$ cat config.mk
export PLATFORM = sky130hd
export DESIGN_NAME = hpdcache_rsp_sched
export DESIGN_NICKNAME = d
export VERILOG_FILES = /design/src/rtl/hpdcache_rsp_sched.sv
export SDC_FILE = /design/constraint.sdc
export NUM_CORES = 1
export LEC_CHECK = 0
export CORE_UTILIZATION = 50
export DETAILED_ROUTE_END_ITERATION = 7
export PLACE_DENSITY = 0.78
export SLEW_MARGIN = 20
export SYNTH_ARGS = -nofsm -noshare
export SYNTH_HDL_FRONTEND = slang
export SYNTH_SLANG_ARGS = --single-unit
$ cat constraint.sdc
create_clock -name clk_i -period 13.6 [get_ports clk_i]
set_input_delay 2.72 -clock clk_i [delete_from_list [all_inputs] [get_ports clk_i]]
set_output_delay 2.72 -clock clk_i [all_outputs]
set_load 0.005 [all_outputs]
$ cat src/rtl/hpdcache_rsp_sched.sv
// hpdcache_rsp_sched: per-bank response FIFOs merged onto one core response port by a round-robin arbiter
// Ports:
//   clk_i, rst_ni          clock, synchronous active-low reset
//   bank_rsp_valid_i/_i    per-bank response valid and payload
//   bank_rsp_stall_o       per-bank "do not present a new response" (FIFO nearly full)
//   core_rsp_valid_o/_o    merged response to the requester, core_rsp_ready_i accepts it
//   overflow_o             sticky flag: a response was dropped because its FIFO was full
module hpdcache_rsp_sched #(
    parameter int NBANKS    = 2,
    parameter int DEPTH     = 4,
    parameter int RSP_WIDTH = 64
) (
    input  logic                             clk_i,
    input  logic                             rst_ni,
    input  logic [NBANKS-1:0]                bank_rsp_valid_i,
    input  logic [NBANKS-1:0][RSP_WIDTH-1:0] bank_rsp_i,
    output logic [NBANKS-1:0]                bank_rsp_stall_o,
    output logic                             core_rsp_valid_o,
    input  logic                             core_rsp_ready_i,
    output logic [RSP_WIDTH-1:0]             core_rsp_o,
    output logic                             overflow_o
);
    localparam int PW = $clog2(DEPTH);
    localparam int CW = $clog2(DEPTH + 1);
    localparam int RW = $clog2(NBANKS);

    typedef enum logic {IDLE, LOCKED} state_e;

    state_e               state_q, state_d;
    logic [RW-1:0]        rr_q, rr_d, lock_q, lock_d, gnt_free, gnt, idx;
    logic [PW-1:0]        wptr_q [NBANKS];
    logic [PW-1:0]        rptr_q [NBANKS];
    logic [CW-1:0]        cnt_q  [NBANKS];
    logic [RSP_WIDTH-1:0] mem_q  [NBANKS][DEPTH];
    logic [NBANKS-1:0]    nonempty, push, pop;
    logic                 found, hs, ovf_q;

    always_comb begin
        for (int b = 0; b < NBANKS; b++) begin
            nonempty[b]         = cnt_q[b] != '0;
            bank_rsp_stall_o[b] = cnt_q[b] >= CW'(DEPTH - 1);
        end
    end

    // first non-empty FIFO starting from rr
    always_comb begin
        gnt_free = rr_q;
        found    = 1'b0;
        idx      = '0;
        for (int i = 0; i < NBANKS; i++) begin
            idx = RW'((int'(rr_q) + i) % NBANKS);
            if (!found && nonempty[idx]) begin
                found    = 1'b1;
                gnt_free = idx;
            end
        end
    end

    // once a response is shown without acceptance the grant is frozen so the payload stays stable
    assign gnt              = (state_q == LOCKED) ? lock_q : gnt_free;
    assign core_rsp_valid_o = (|nonempty) || (state_q == LOCKED);
    assign hs               = core_rsp_valid_o && core_rsp_ready_i;
    assign core_rsp_o       = mem_q[gnt][rptr_q[gnt]];
    assign overflow_o       = ovf_q;

    always_comb begin
        state_d = state_q;
        lock_d  = lock_q;
        rr_d    = rr_q;
        if (hs) begin
            state_d = IDLE;
            rr_d    = (gnt == RW'(NBANKS - 1)) ? '0 : gnt + RW'(1);
        end else if (core_rsp_valid_o) begin
            state_d = LOCKED;
            lock_d  = gnt;
        end
    end

    // a full FIFO still accepts a write when it pops in the same cycle
    always_comb begin
        for (int b = 0; b < NBANKS; b++) begin
            pop[b]  = hs && (gnt == RW'(b));
            push[b] = bank_rsp_valid_i[b] && ((cnt_q[b] != CW'(DEPTH)) || pop[b]);
        end
    end

    always_ff @(posedge clk_i) begin
        if (!rst_ni) begin
            state_q <= IDLE;
            rr_q    <= '0;
            lock_q  <= '0;
            ovf_q   <= 1'b0;
            for (int b = 0; b < NBANKS; b++) begin
                wptr_q[b] <= '0;
                rptr_q[b] <= '0;
                cnt_q[b]  <= '0;
            end
        end else begin
            state_q <= state_d;
            rr_q    <= rr_d;
            lock_q  <= lock_d;
            ovf_q   <= ovf_q | (|(bank_rsp_valid_i & ~push));
            for (int b = 0; b < NBANKS; b++) begin
                if (push[b]) wptr_q[b] <= (wptr_q[b] == PW'(DEPTH - 1)) ? '0 : wptr_q[b] + PW'(1);
                if (pop[b])  rptr_q[b] <= (rptr_q[b] == PW'(DEPTH - 1)) ? '0 : rptr_q[b] + PW'(1);
                cnt_q[b] <= cnt_q[b] + CW'(push[b]) - CW'(pop[b]);
            end
        end
    end

    always_ff @(posedge clk_i) begin
        for (int b = 0; b < NBANKS; b++) begin
            if (push[b]) mem_q[b][wptr_q[b]] <= bank_rsp_i[b];
        end
    end
endmodule
==> parameters.txt, run 1 <==
Parameter                              Value

Final layout
  Area added between synthesis and finish ... 20.9%
  Net total in the final layout ... 1247
  Multi-input combinational cell area ... 4510 um^2
  Fill count ... 2691
  Proportion of layout cells with a drive suffix above 1 ... 26.2%
  Core Util, Final ... 62.0%
  Non-filler cells in the finished layout ... 1665
  Sequential cell area in the final layout ... 15800 um^2

Power
  Combinational fraction of design power ... 30.5%
  Internal power consumption ... 0.00370 W
  Worst IR drop on VDD ... 0.150 mV
  Power share of the clock group ... 27.1%
  Sw Ratio ... 26.5%
  Post-layout total power ... 0.00503 W
  Leakage power of the design ... 8.09 nW
  Pwr per Cell Area ... 203 nW/um^2
  Share of total power in sequential cells ... 42.4%
  Net Sw Power ... 0.00134 W

Clocking
  Clock slew at the register clock pins of the worst setup and hold paths ... 0.06 ns
  Maximum buffer depth of the clock tree ... 3
  Post-cts resize count ... 0
  Maximum level of the CTS H-tree ... 2
  CTS buffer count ... 52
  Clock tree from TritonCTS ... done
  Number of buffers added to fix hold violations after cts ... 0
  Sink Count ... 530
  Clock Tree Root ... sky130_fd_sc_hd__clkbuf_16
  Clock Latency Late Sink ... 0.60 ns
  Number of buffers inserted to repair setup after CTS ... 0

Synth
  Dominant cells by area after synthesis ... sky130_fd_sc_hd__edfxtp_1, sky130_fd_sc_hd__mux4_2, sky130_fd_sc_hd__mux2_4, sky130_fd_sc_hd__dfxtp_1, sky130_fd_sc_hd__ha_1
  Cell type with the highest aggregate area in the netlist ... sky130_fd_sc_hd__edfxtp_1
  Synthesis-stage register bit count ... 530
  Distinct cell type count of the synthesized netlist ... 36
  Share of the synthesized area in the top cell type ... 76.0%
  Fraction of the yosys area taken by sequential cells ... 77.0%
  Gate count of the mapped netlist ... 861
  Count of yosys warnings during synthesis ... 0
  Area of the mapped netlist ... 20500 um^2
  Per-instance average area after synthesis ... 23.9 um^2
  Net Count, Synth ... 1012

Run status
  Status ... completed

Detailed routing
  Aggregate routed wire length ... 42100 um
  ANT nets after route ... 0
  Vias/cell ... 5.67
  Routed len/inst ... 25.3 um
  Starting DRC count in detailed routing ... 627
  Pre-Repair DR Iteration Count ... 4
  DRC viols ... 0
  Via count ... 9433

STA
  Top achievable clock speed ... 0.158 GHz
  Portion of the clock cycle consumed by the worst path in the final layout ... 46.6%
  Transition time at the pin with the least slew margin ... 1.08 ns
  Setup-violating endpoint count in the final report ... 0
  Worst hold-check slack ... 0.467 ns
  Final count of pins violating max slew ... 0
  Final critical path time including I/O delays and setup ... 6.33 ns
  Number of hold-slack violations in the final timing report ... 0
  RSZ-0062 raised after global routing ... no
  Tightest slew margin relative to the limit ... 27.9%
  Maximum clock skew at final layout ... 0.0258 ns
  Setup total negative slack ... 0 ns

Floorplan
  IO Count ... 201
  Core ar. ... 40100 um^2
  Row count ... 73
  Starting utilization of the core area ... 51.2%
  Die H ... 205 um
  Die W ... 205 um
  Die footprint ... 41900 um^2

Placement
  Post-DP HPWL ... 24000 um
  Final Wtd Congestion ... 0.790
  Cell count after placement ... 1566
  Port Buf Inserts ... 200

Worst setup path
  Data required time of the worst path ... 10.88 ns
  Master of the slowest instance on the critical path ... sky130_fd_sc_hd__buf_4
  Largest stage delay on the critical path ... 0.69 ns
  Worst reg-to-reg path cell count ... 6
  WP data arrival ... 3.61 ns
  Internal reg-to-reg setup slack ... 10.66 ns
  Critical path fanouts, max ... 34
  Start-to-end type of the worst setup path ... reg2out
  Cell family contributing the most delay on the critical path ... buffers and inverters
  Critical Path End Type ... primary output
  Buffers & Inverters on Critical Path ... 3
  FF-to-FF End ... mem_q[0][10]
  Type of origin of the critical path ... flop
  Crit-path most repeated cell ... sky130_fd_sc_hd__buf_4
  Worst flop-to-flop path startpoint ... state_q
  CP cell instances ... buf_4 -> buf_4 -> mux4_2 -> mux2_4 -> clkdlybuf4s50_1

Global routing
  Gr usage total ... 20.5%
  Largest net degree at the start of global routing ... 65
  First-pass GRT wire length ... 62400 um
  Number of antenna violations at the first check in global routing ... 4
  Remaining global-route overflow ... 0
  Vias in the first global route ... 10200

Min path
  Min-delay worst type ... reg2reg
  Beginning of the worst hold path ... lock_q
  Hold-critical path endpoint ... lock_q
  Min-Delay Path Depth ... 2

Job
  Max-Cap Viols ... 0
-- logic make-up after synthesis --
family,synth area share (%)
AOI/OAI and AO/OA,0.798
xor gates and xnor gates,0.0853
adders and majority gates,1.17
buffers and inverters,1.26
DFF,77.0
muxes,18.4
and+or+nand+nor,1.28
-- worst reg2reg max path: cells and delay by family (launching register included) --
family,cells,cell delay [ns]
DFF,1,0.38
and+or+nand+nor,3,1.18
buffers and inverters,2,0.75
AOI/OAI and AO/OA,1,0.22
-- cell type report --
type                       count  area share [%]
clock inverter                31            1.13
clock buffer                  65            5.43
tap                          525            2.64
timing repair buffer         217            8.72
antenna                        2          0.0201
inverter                      17           0.257
multi-input combinational    278            18.1
sequential                   530            63.7
-- metal layers --
| metal | vias up | track usage (%) | routed length, um |
|---|---|---|---|
| li1 | 4110 | - | - |
| met1 | 5009 | 27.3 | 17500 |
| met2 | 260 | 34.4 | 21500 |
| met3 | 52 | 4.92 | 2460 |
| met4 | 2 | 4.61 | 575 |
| met5 | - | 0 | 13 |
-- through the flow --
| stage | area [um^2] | setup slack, ns |
|---|---|---|
| after floorplan | 20500 | 7.50 |
| after global placement | 23200 | 7.79 |
| after detailed placement | 23200 | 7.75 |
| after CTS | 24800 | 7.11 |
| after global routing | 24800 | 6.99 |
| final | 24800 | 7.27 |
-- sequential cells by signal, indices dropped and copies added (netlist names) --
register	flops
rr_q	1
state_q	1
lock_q	1
rptr_q	4
overflow_o	1
wptr_q	4
cnt_q	6
mem_q	512
-- synth_stat cells --
cell type / number
sky130_fd_sc_hd__mux4_2: 128
sky130_fd_sc_hd__o41ai_1: 1
sky130_fd_sc_hd__a21oi_1: 4
sky130_fd_sc_hd__nor3b_1: 3
sky130_fd_sc_hd__a2111oi_2: 2
sky130_fd_sc_hd__mux2_2: 15
sky130_fd_sc_hd__inv_1: 17
sky130_fd_sc_hd__buf_6: 5
sky130_fd_sc_hd__xor2_1: 2
sky130_fd_sc_hd__nor4_2: 1
sky130_fd_sc_hd__nand3_1: 3
sky130_fd_sc_hd__dfxtp_1: 10
sky130_fd_sc_hd__fa_1: 2
sky130_fd_sc_hd__or4_4: 1
sky130_fd_sc_hd__nor2_1: 12
sky130_fd_sc_hd__mux2_4: 49
sky130_fd_sc_hd__o221ai_2: 1
sky130_fd_sc_hd__o311ai_1: 1
sky130_fd_sc_hd__a311oi_1: 1
sky130_fd_sc_hd__o2bb2ai_1: 1
sky130_fd_sc_hd__o31ai_4: 1
sky130_fd_sc_hd__buf_4: 1
sky130_fd_sc_hd__nand2_1: 12
sky130_fd_sc_hd__clkbuf_1: 15
sky130_fd_sc_hd__nand3_2: 1
sky130_fd_sc_hd__nand2b_1: 1
sky130_fd_sc_hd__and2_1: 10
sky130_fd_sc_hd__o21ai_0: 4
sky130_fd_sc_hd__ha_1: 16
sky130_fd_sc_hd__edfxtp_1: 520
sky130_fd_sc_hd__and3_1: 1
sky130_fd_sc_hd__a211oi_1: 1
sky130_fd_sc_hd__buf_2: 15
sky130_fd_sc_hd__nor3_1: 2
sky130_fd_sc_hd__a2bb2oi_2: 1
sky130_fd_sc_hd__nor3_4: 1
-- power groups by stage --
stage	Clock, W	Sequential, W	Combinational (W)
floorplan	0	0.00216	0.000917
global placement	0	0.00215	0.00154
detailed placement	0	0.00217	0.00156
CTS	0.00139	0.00214	0.00157
global route	0.00145	0.00215	0.00164
finish	0.00137	0.00213	0.00153
-- how the worst max path moves through the flow --
stage                     start             end  slack (ns)  cells past startpoint
3_5_place_dp       rptr_q[0][0]  core_rsp_o[56]        7.75                      5
2_1_floorplan  core_rsp_ready_i     mem_q[0][0]        7.50                      2
3_3_place_gp       rptr_q[0][0]   core_rsp_o[2]        7.79                      5
4_1_cts            rptr_q[0][0]  core_rsp_o[56]        7.11                      5
5_1_grt            rptr_q[0][0]  core_rsp_o[58]        6.99                      5
6_report           rptr_q[0][0]  core_rsp_o[56]        7.27                      5
-- cells in the final DEF (no fill, tap or decap), types with 13 or more instances in the layout --
cell                              netlist  final
sky130_fd_sc_hd__buf_4                  1     14
sky130_fd_sc_hd__clkbuf_1              15     13
sky130_fd_sc_hd__clkbuf_16              0     52
sky130_fd_sc_hd__clkdlybuf4s50_1        0    200
sky130_fd_sc_hd__edfxtp_1             520    520
sky130_fd_sc_hd__ha_1                  16     16
sky130_fd_sc_hd__inv_1                 17     17
sky130_fd_sc_hd__mux2_2                15     15
sky130_fd_sc_hd__mux2_4                49     49
sky130_fd_sc_hd__mux4_2               128    128
Note: power is estimated with default switching activity, not from simulation.
==> inputs of run 2 (changes only) <==
clock period = 6 ns   (was 13.6 ns; I/O delays follow)
==> parameters.txt, run 2 (synthesis results as in run 1) <==
Parameter                              Value

Run status
  Status ... completed

STA
  Final count of pins violating max slew ... 0
  Setup total negative slack ... 0 ns
  Final critical-path setup slack ... 1.66 ns
  Setup-violating endpoint count in the final report ... 0
  Maximum clock skew at final layout ... 0.0140 ns
  RSZ-0062 raised after global routing ... no
  Transition time at the pin with the least slew margin ... 1.07 ns
  Tightest slew margin relative to the limit ... 28.8%
  Portion of the clock cycle consumed by the worst path in the final layout ... 72.4%
  Final critical path time including I/O delays and setup ... 4.34 ns
  Number of hold-slack violations in the final timing report ... 0
  Top achievable clock speed ... 0.230 GHz

Detailed routing
  Aggregate routed wire length ... 41300 um
  Vias/cell ... 5.68
  DRC viols ... 0
  ANT nets after route ... 0
  Pre-Repair DR Iteration Count ... 5
  Starting DRC count in detailed routing ... 607
  Routed len/inst ... 24.8 um
  Via count ... 9440

Placement
  Final Wtd Congestion ... 0.725
  Port Buf Inserts ... 200
  Post-DP HPWL ... 24200 um
  Pre-CTS setup slack ... 2.16 ns

Worst setup path
  Critical Path End Type ... primary output
  Data required time of the worst path ... 4.80 ns
  Type of origin of the critical path ... flop
  Start-to-end type of the worst setup path ... reg2out
  Critical path fanouts, max ... 32
  CP cell instances ... nor3_4 -> nand2_1 -> a21oi_4 -> buf_4 -> mux2_2 -> clkdlybuf4s50_1
  Master of the slowest instance on the critical path ... sky130_fd_sc_hd__buf_4
  WP data arrival ... 3.14 ns
  Largest stage delay on the critical path ... 0.62 ns

Clocking
  Maximum level of the CTS H-tree ... 2
  CTS buffer count ... 53
  Number of buffers added to fix hold violations after cts ... 0
  Clock slew at the register clock pins of the worst setup and hold paths ... 0.06 ns
  Maximum buffer depth of the clock tree ... 3
  Clock Latency Late Sink ... 0.59 ns
  Post-cts resize count ... 0
  Number of buffers inserted to repair setup after CTS ... 0
  Clock tree from TritonCTS ... done
  Sink Count ... 530
  Clock Tree Root ... sky130_fd_sc_hd__clkbuf_16

Final layout
  Max FFs per register ... 512
  Proportion of layout cells with a drive suffix above 1 ... 26.6%
  Most common cell after layout, fill and taps aside ... sky130_fd_sc_hd__edfxtp_1
  Fill count ... 2719
  Area added between synthesis and finish ... 20.9%
  Highest-count cells in the layout ignoring fill and taps ... sky130_fd_sc_hd__edfxtp_1, sky130_fd_sc_hd__clkdlybuf4s50_1, sky130_fd_sc_hd__mux4_2, sky130_fd_sc_hd__clkbuf_16, sky130_fd_sc_hd__mux2_4
  Core Util, Final ... 61.9%
  Net total in the final layout ... 1247

Floorplan
  Die W ... 205 um
  Starting utilization of the core area ... 51.2%
  Core ar. ... 40100 um^2
  Die footprint ... 41900 um^2
  IO Count ... 201
  Row count ... 73
  Die H ... 205 um

Power
  Pwr per Cell Area ... 459 nW/um^2
  Leakage power of the design ... 8.10 nW
  Worst IR drop on VDD ... 0.321 mV

Global routing
  First-pass GRT wire length ... 61300 um
  Remaining global-route overflow ... 0
  Largest net degree at the start of global routing ... 65
  Gr usage total ... 20.1%
  Vias in the first global route ... 10200
  Number of antenna violations at the first check in global routing ... 4

Min path
  Min-delay worst type ... reg2reg

Job
  Max-Cap Viols ... 0
==> run 2: cell count changes in the layout (fill, tap and decap cells not counted), sizes merged <==
cell    before  now
buf         17   16
bufinv       4    2
clkbuf      65   66
clkinv      24   23
==> run 2: per-stage QoR <==
| stage | total power (W) | std cells | instance area, um^2 | hold slack [ns] |
|---|---|---|---|---|
| final | 0.0114 | 1662 | 24800 | 0.472 |
| after global placement | 0.00835 | 1565 | 23200 | 0.447 |
| after floorplan | 0.00697 | 861 | 20500 | 0.436 |
| after CTS | 0.0115 | 1659 | 24800 | 0.473 |
| after global routing | 0.0119 | 1661 | 24800 | 0.503 |
| after detailed placement | 0.00843 | 1565 | 23200 | 0.464 |
==> run 2: routing by layer <==
layer	routed length, um	share of wire [%]	GRT usage, %
met1	17000	41	26.3
met2	21100	51	33.8
met3	2250	5.4	4.71
met4	993	2.4	5.78
met5	13	0.031	0
==> run 2: final cells by class <==
| cell class | instances | area [um^2] | area share, % |
|---|---|---|---|
| Antenna cell | 2 | 5.00 | 0.0202 |
| Multi-Input combinational cell | 278 | 4510 | 18.2 |
| Inverter | 17 | 63.8 | 0.257 |
| Sequential cell | 530 | 15800 | 63.7 |
| Clock buffer | 66 | 1420 | 5.70 |
| Clock inverter | 28 | 199 | 0.801 |
| Timing Repair Buffer | 216 | 2170 | 8.73 |
| Tap cell | 525 | 657 | 2.65 |
==> run 2: path summary, 6_finish.rpt <==
| path | from | endpoint | slack [ns] | cells after the start |
|---|---|---|---|---|
| max reg2reg | state_q | mem_q[0][167] | 3.20 | 5 |
| min reg2reg | lock_q | lock_q | 0.47 | 2 |
| min | lock_q | lock_q | 0.47 | 2 |
| max | cnt_q[0][2] | core_rsp_o[63] | 1.66 | 6 |
==> run 2: power by group <==
| group | switching (W) | internal, W | leakage, nW |
|---|---|---|---|
| clock | 0.00133 | 0.00175 | 0.795 |
| sequential | 0.000167 | 0.00469 | 4.87 |
| combinational | 0.00153 | 0.00192 | 2.43 |
| total | 0.00302 | 0.00837 | 8.10 |
==> run 2: critical path, delay by kind of cell (launching register included) <==
family	cells	cell delay, ns
simple gates	2	0.49
mux	1	0.43
buf+inv	2	1.07
compound gates	1	0.19
flops	1	0.37
==> inputs of run 3 (changes only) <==
clock period = 4 ns   (was 6 ns; I/O delays follow)
==> parameters.txt, run 3 (synthesis results as in run 1) <==
Parameter                              Value

Clocking
  Sink Count ... 530
  Clock slew at the register clock pins of the worst setup and hold paths ... 0.06 ns
  Clock Tree Root ... sky130_fd_sc_hd__clkbuf_16
  CTS buffer count ... 52
  Number of buffers inserted to repair setup after CTS ... 0
  Maximum buffer depth of the clock tree ... 3
  Post-cts resize count ... 0
  Clock tree from TritonCTS ... done
  Maximum level of the CTS H-tree ... 2
  Number of buffers added to fix hold violations after cts ... 0
  Clock Latency Late Sink ... 0.59 ns

Detailed routing
  Vias/cell ... 5.70
  DRC viols ... 0
  Starting DRC count in detailed routing ... 756
  Via count ... 9542
  Aggregate routed wire length ... 41800 um
  Routed len/inst ... 25.0 um
  ANT nets after route ... 0
  Pre-Repair DR Iteration Count ... 6

Final layout
  Most common cell after layout, fill and taps aside ... sky130_fd_sc_hd__edfxtp_1
  Non-filler cells in the finished layout ... 1674
  Fill count ... 2644
  Proportion of layout cells with a drive suffix above 1 ... 27.7%
  Sequential cell area in the final layout ... 15800 um^2
  Max FFs per register ... 512
  Multi-input combinational cell area ... 4510 um^2
  Highest-count cells in the layout ignoring fill and taps ... sky130_fd_sc_hd__edfxtp_1, sky130_fd_sc_hd__clkdlybuf4s50_1, sky130_fd_sc_hd__mux4_2, sky130_fd_sc_hd__clkbuf_16, sky130_fd_sc_hd__mux2_4
  Area added between synthesis and finish ... 22.2%
  Net total in the final layout ... 1260

Global routing
  First-pass GRT wire length ... 62900 um
  Number of antenna violations at the first check in global routing ... 4
  Remaining global-route overflow ... 0
  Gr usage total ... 20.7%
  Vias in the first global route ... 10200
  Largest net degree at the start of global routing ... 38

Worst setup path
  Master of the slowest instance on the critical path ... sky130_fd_sc_hd__clkdlybuf4s50_1
  FF-to-FF End ... cnt_q[0][2]
  Cell family contributing the most delay on the critical path ... buffers and inverters
  Type of origin of the critical path ... flop
  Buffers & Inverters on Critical Path ... 2
  Source of the critical timing path ... cnt_q[0][2]
  Worst flop-to-flop path startpoint ... state_q
  CP cell instances ... nor3_4 -> nand2_1 -> a21oi_4 -> buf_12 -> mux2_2 -> clkdlybuf4s50_1
  Internal reg-to-reg setup slack ... 1.39 ns
  Data required time of the worst path ... 3.20 ns
  Number of logic stages on the critical path including buffering ... 6
  Start-to-end type of the worst setup path ... reg2out
  Largest stage delay on the critical path ... 0.44 ns
  Critical Path End Type ... primary output
  Worst reg-to-reg path cell count ... 11
  Worst setup path endpoint ... core_rsp_o[63]
  Critical path fanouts, max ... 35
  WP data arrival ... 2.84 ns

STA
  Tightest slew margin relative to the limit ... 53.8%
  Transition time at the pin with the least slew margin ... 0.685 ns
  Final count of pins violating max slew ... 0
  Setup total negative slack ... 0 ns
  Maximum clock skew at final layout ... 0.0200 ns
  Portion of the clock cycle consumed by the worst path in the final layout ... 90.9%
  Final critical path time including I/O delays and setup ... 3.64 ns
  Setup-violating endpoint count in the final report ... 0
  RSZ-0062 raised after global routing ... no
  Top achievable clock speed ... 0.275 GHz
  Number of hold-slack violations in the final timing report ... 0

Floorplan
  Starting utilization of the core area ... 51.2%
  Die H ... 205 um
  Core ar. ... 40100 um^2
  Die W ... 205 um
  Die footprint ... 41900 um^2
  IO Count ... 201
  Row count ... 73

Placement
  Post-DP HPWL ... 25900 um
  Final Wtd Congestion ... 0.739
  Port Buf Inserts ... 200
  Cell count after placement ... 1580

Job
  Max-Cap Viols ... 0

Power
  Worst IR drop on VDD ... 0.419 mV
  Pwr per Cell Area ... 691 nW/um^2
  Leakage power of the design ... 8.22 nW

Run status
  Status ... completed

Min path
  Min-delay worst type ... reg2reg
-- run 3: cell count changes in the layout (fill, tap and decap cells not counted), sizes merged --
cell / change
bufinv: +3
clkinvlp: +1
clkbuf: -5
inv: +2
clkinv: -4
diode: +1
buf: +14
-- run 3: metal layers --
layer	share of wire (%)	routed length (um)	global-route usage (%)	vias to the layer above
met2	50	20900	34.3	316
met4	1.9	800	6.16	2
li1	-	-	-	4130
met5	0.031	13	0	-
met1	42	17600	28.1	5042
met3	5.7	2390	3.69	52
-- run 3: worst min-delay path by stage --
stage,endpoint,cells after the start,slack (ns),from
floorplan,lock_q,2,0.44,lock_q
global placement,lock_q,2,0.46,lock_q
detailed placement,lock_q,2,0.46,lock_q
CTS,lock_q,2,0.47,lock_q
global route,lock_q,2,0.50,lock_q
finish,lock_q,2,0.48,lock_q
-- run 3: through the flow --
stage / setup slack, ns / power (W) / util, % / hold slack, ns / cell area, um^2
3_3_place_gp: 0.964 / 0.0126 / 58.4 / 0.462 / 23400
6_report: 0.363 / 0.0174 / 62.6 / 0.476 / 25100
4_1_cts: 0.333 / 0.0176 / 62.6 / 0.474 / 25100
3_5_place_dp: 0.906 / 0.0128 / 58.4 / 0.463 / 23400
5_1_grt: 0.192 / 0.0181 / 62.6 / 0.503 / 25100
2_1_floorplan: 0.713 / 0.0104 / - / 0.436 / 20500
-- run 3: final cells by class --
type | count | area share (%)
antenna | 3 | 0.0299
clock buffer | 61 | 5.44
clock inverter | 30 | 1.24
inverter | 17 | 0.254
multi-input combinational | 278 | 18.0
sequential | 530 | 63.0
tap | 525 | 2.62
timing repair buffer | 230 | 9.47
-- run 3: worst min-delay path, stage by stage (launching register included) --
cell,delay [ns]
sky130_fd_sc_hd__dfxtp_1,0.31
sky130_fd_sc_hd__nand2_1,0.05
sky130_fd_sc_hd__o2bb2ai_1,0.06
-- run 3: power by group --
part	internal (W)	total, W	switching (W)
clock	0.00277	0.00478	0.00200
sequential	0.00703	0.00726	0.000231
combinational	0.00300	0.00532	0.00233
==> RTL change: new RTL, flow settings as in run 1 <==
Change the parameter `DEPTH` from 4 to 8.
--- a/src/rtl/hpdcache_rsp_sched.sv
+++ b/src/rtl/hpdcache_rsp_sched.sv
@@ -8,5 +8,5 @@
 module hpdcache_rsp_sched #(
     parameter int NBANKS    = 2,
-    parameter int DEPTH     = 4,
+    parameter int DEPTH     = 8,
     parameter int RSP_WIDTH = 64
 ) (
Formal check against the unedited RTL: not equivalent (a bounded check fails within 4 cycles, from zero or initial values and one cycle with rst_ni low).
==> RTL change against run 1 <==
  * Hold slack improved by 0.11 ns
  * Sequential cell count rose by 518
  * Sequential share of layout area rose by 3.0 points
  * Core utilization fell by 2.8 points
  * Routed wire length rose by 110%
  * Power rose by 74%
  * Worst setup slack got worse by 0.70 ns
  * Largest cell class unchanged
  * Critical path depth rose by 1
  * Synthesized area rose by 97%
  * Final area rose by 89%
  * Clock power rose by 98%
  * Register-to-register slack got worse by 0.81 ns
==> RTL change: results <==
set metrics [dict create \
    rrSetupSlack_ns 9.85 \
    synth-xor-area-share_pct 0.0867 \
    grt_pass1_vias 19800 \
    globalplace.congestion 0.789 \
    status "finished, final reports clean" \
    buffers 245 \
    drt_first_iter_violations 1828 \
    yosys-top-cells-area "edfxtp_1, mux4_2, mux2i_1" \
    power_frac_clock_pct 30.9 \
    first_pass_iters 6 \
    drt-wirelength-per-cell_um 28.1 \
    synth_edf_count 1036 \
    grt_first_pass_wirelength_um 130000 \
    inv_count 21 \
    worst_clock_skew_ns 0.0373 \
    dp_hpwl_um 50000 \
    cp_slowest_cell "buf_4" \
    drive_above_1_share_pct 22.3 \
    min-delay-start "overflow_o" \
    path_clk_slew_ns 0.06 \
    synthAdderAreaFrac_pct 0.780 \
    leakage_nw 14.9 \
    p_int_mw 6.41 \
    clkCellAreaFrac_pct 6.91 \
    holdWs_ns 0.573 \
    cts_buffers 104 \
    antenna_found_initial 17 \
    grt_max_degree 69 \
    vias 18800 \
    synth-seq-cells 1048 \
    syn_nets 1877 \
    bufAreaShareNonClock_pct 5.01 \
    multi_input_area_share_pct 18.5 \
    antenna_cells 7 \
    p_seq_share_pct 44.7 \
    synth-compound-area-share_pct 0.523 \
    critPathLaunch "rptr_q[0][0]" \
    synth_mux_area_share_pct 19.0 \
    nMultiInputCombCells 569 \
    regToRegEndpoint "mem_q[0][231]" \
    seq_area_share_pct 66.6 \
    slowest_delay_ns 0.86 \
    fin_nets 2146 \
    cp.arrival_ns 4.31 \
    cts_htree_levels 3 \
    min_to "overflow_o" \
    r2r-start "cnt_q[0][6]" \
    reg2regPathDepth 7 \
    synth.top_cells.by_count "edfxtp_1, mux4_2, mux2i_1" \
    ys_types 40 \
    grt_usage_pct 21.9 \
    crit_fanout 48 \
    ys_seq_area_share_pct 77.6 \
    largest_reg_flops 1024 \
    tightestPinTransition_ns 1.16 \
    drcViolationCount 0 \
    num-clock-buffers 129 \
    irDropWorstVdd_mv 0.137 \
    clk_latency_ns 0.65 \
    n_fill_cell 5356 \
]
## RTL change: changes by cell type in the layout (fill, tap and decap cells not counted), sizes merged, moves of 24 or more
cell,delta
buf,+28
clkbuf,+64
edfxtp,+516
mux4,+128
clkinv,+24
mux2i,+192
mux2,-64
## RTL change: through the flow
stage | power [mW] | instances | instance area, µm² | setup WS [ns]
5_1_grt | 9.08 | 3127 | 47100 | 6.29
4_1_cts | 8.85 | 3120 | 47000 | 6.41
3_3_place_gp | 6.10 | 2932 | 43800 | 7.13
3_5_place_dp | 6.15 | 2932 | 43800 | 7.11
6_report | 8.76 | 3128 | 47100 | 6.57
2_1_floorplan | 5.25 | 1720 | 40400 | 2.63
## RTL change: metal layers
metal / vias up / GRT usage, % / routed length, µm
li1: 7843 / - / -
met1: 10000 / 29.3 / 34500
met2: 712 / 36.7 / 45200
met3: 153 / 4.04 / 6020
met4: 14 / 6.98 / 2240
met5: - / 0 / 92
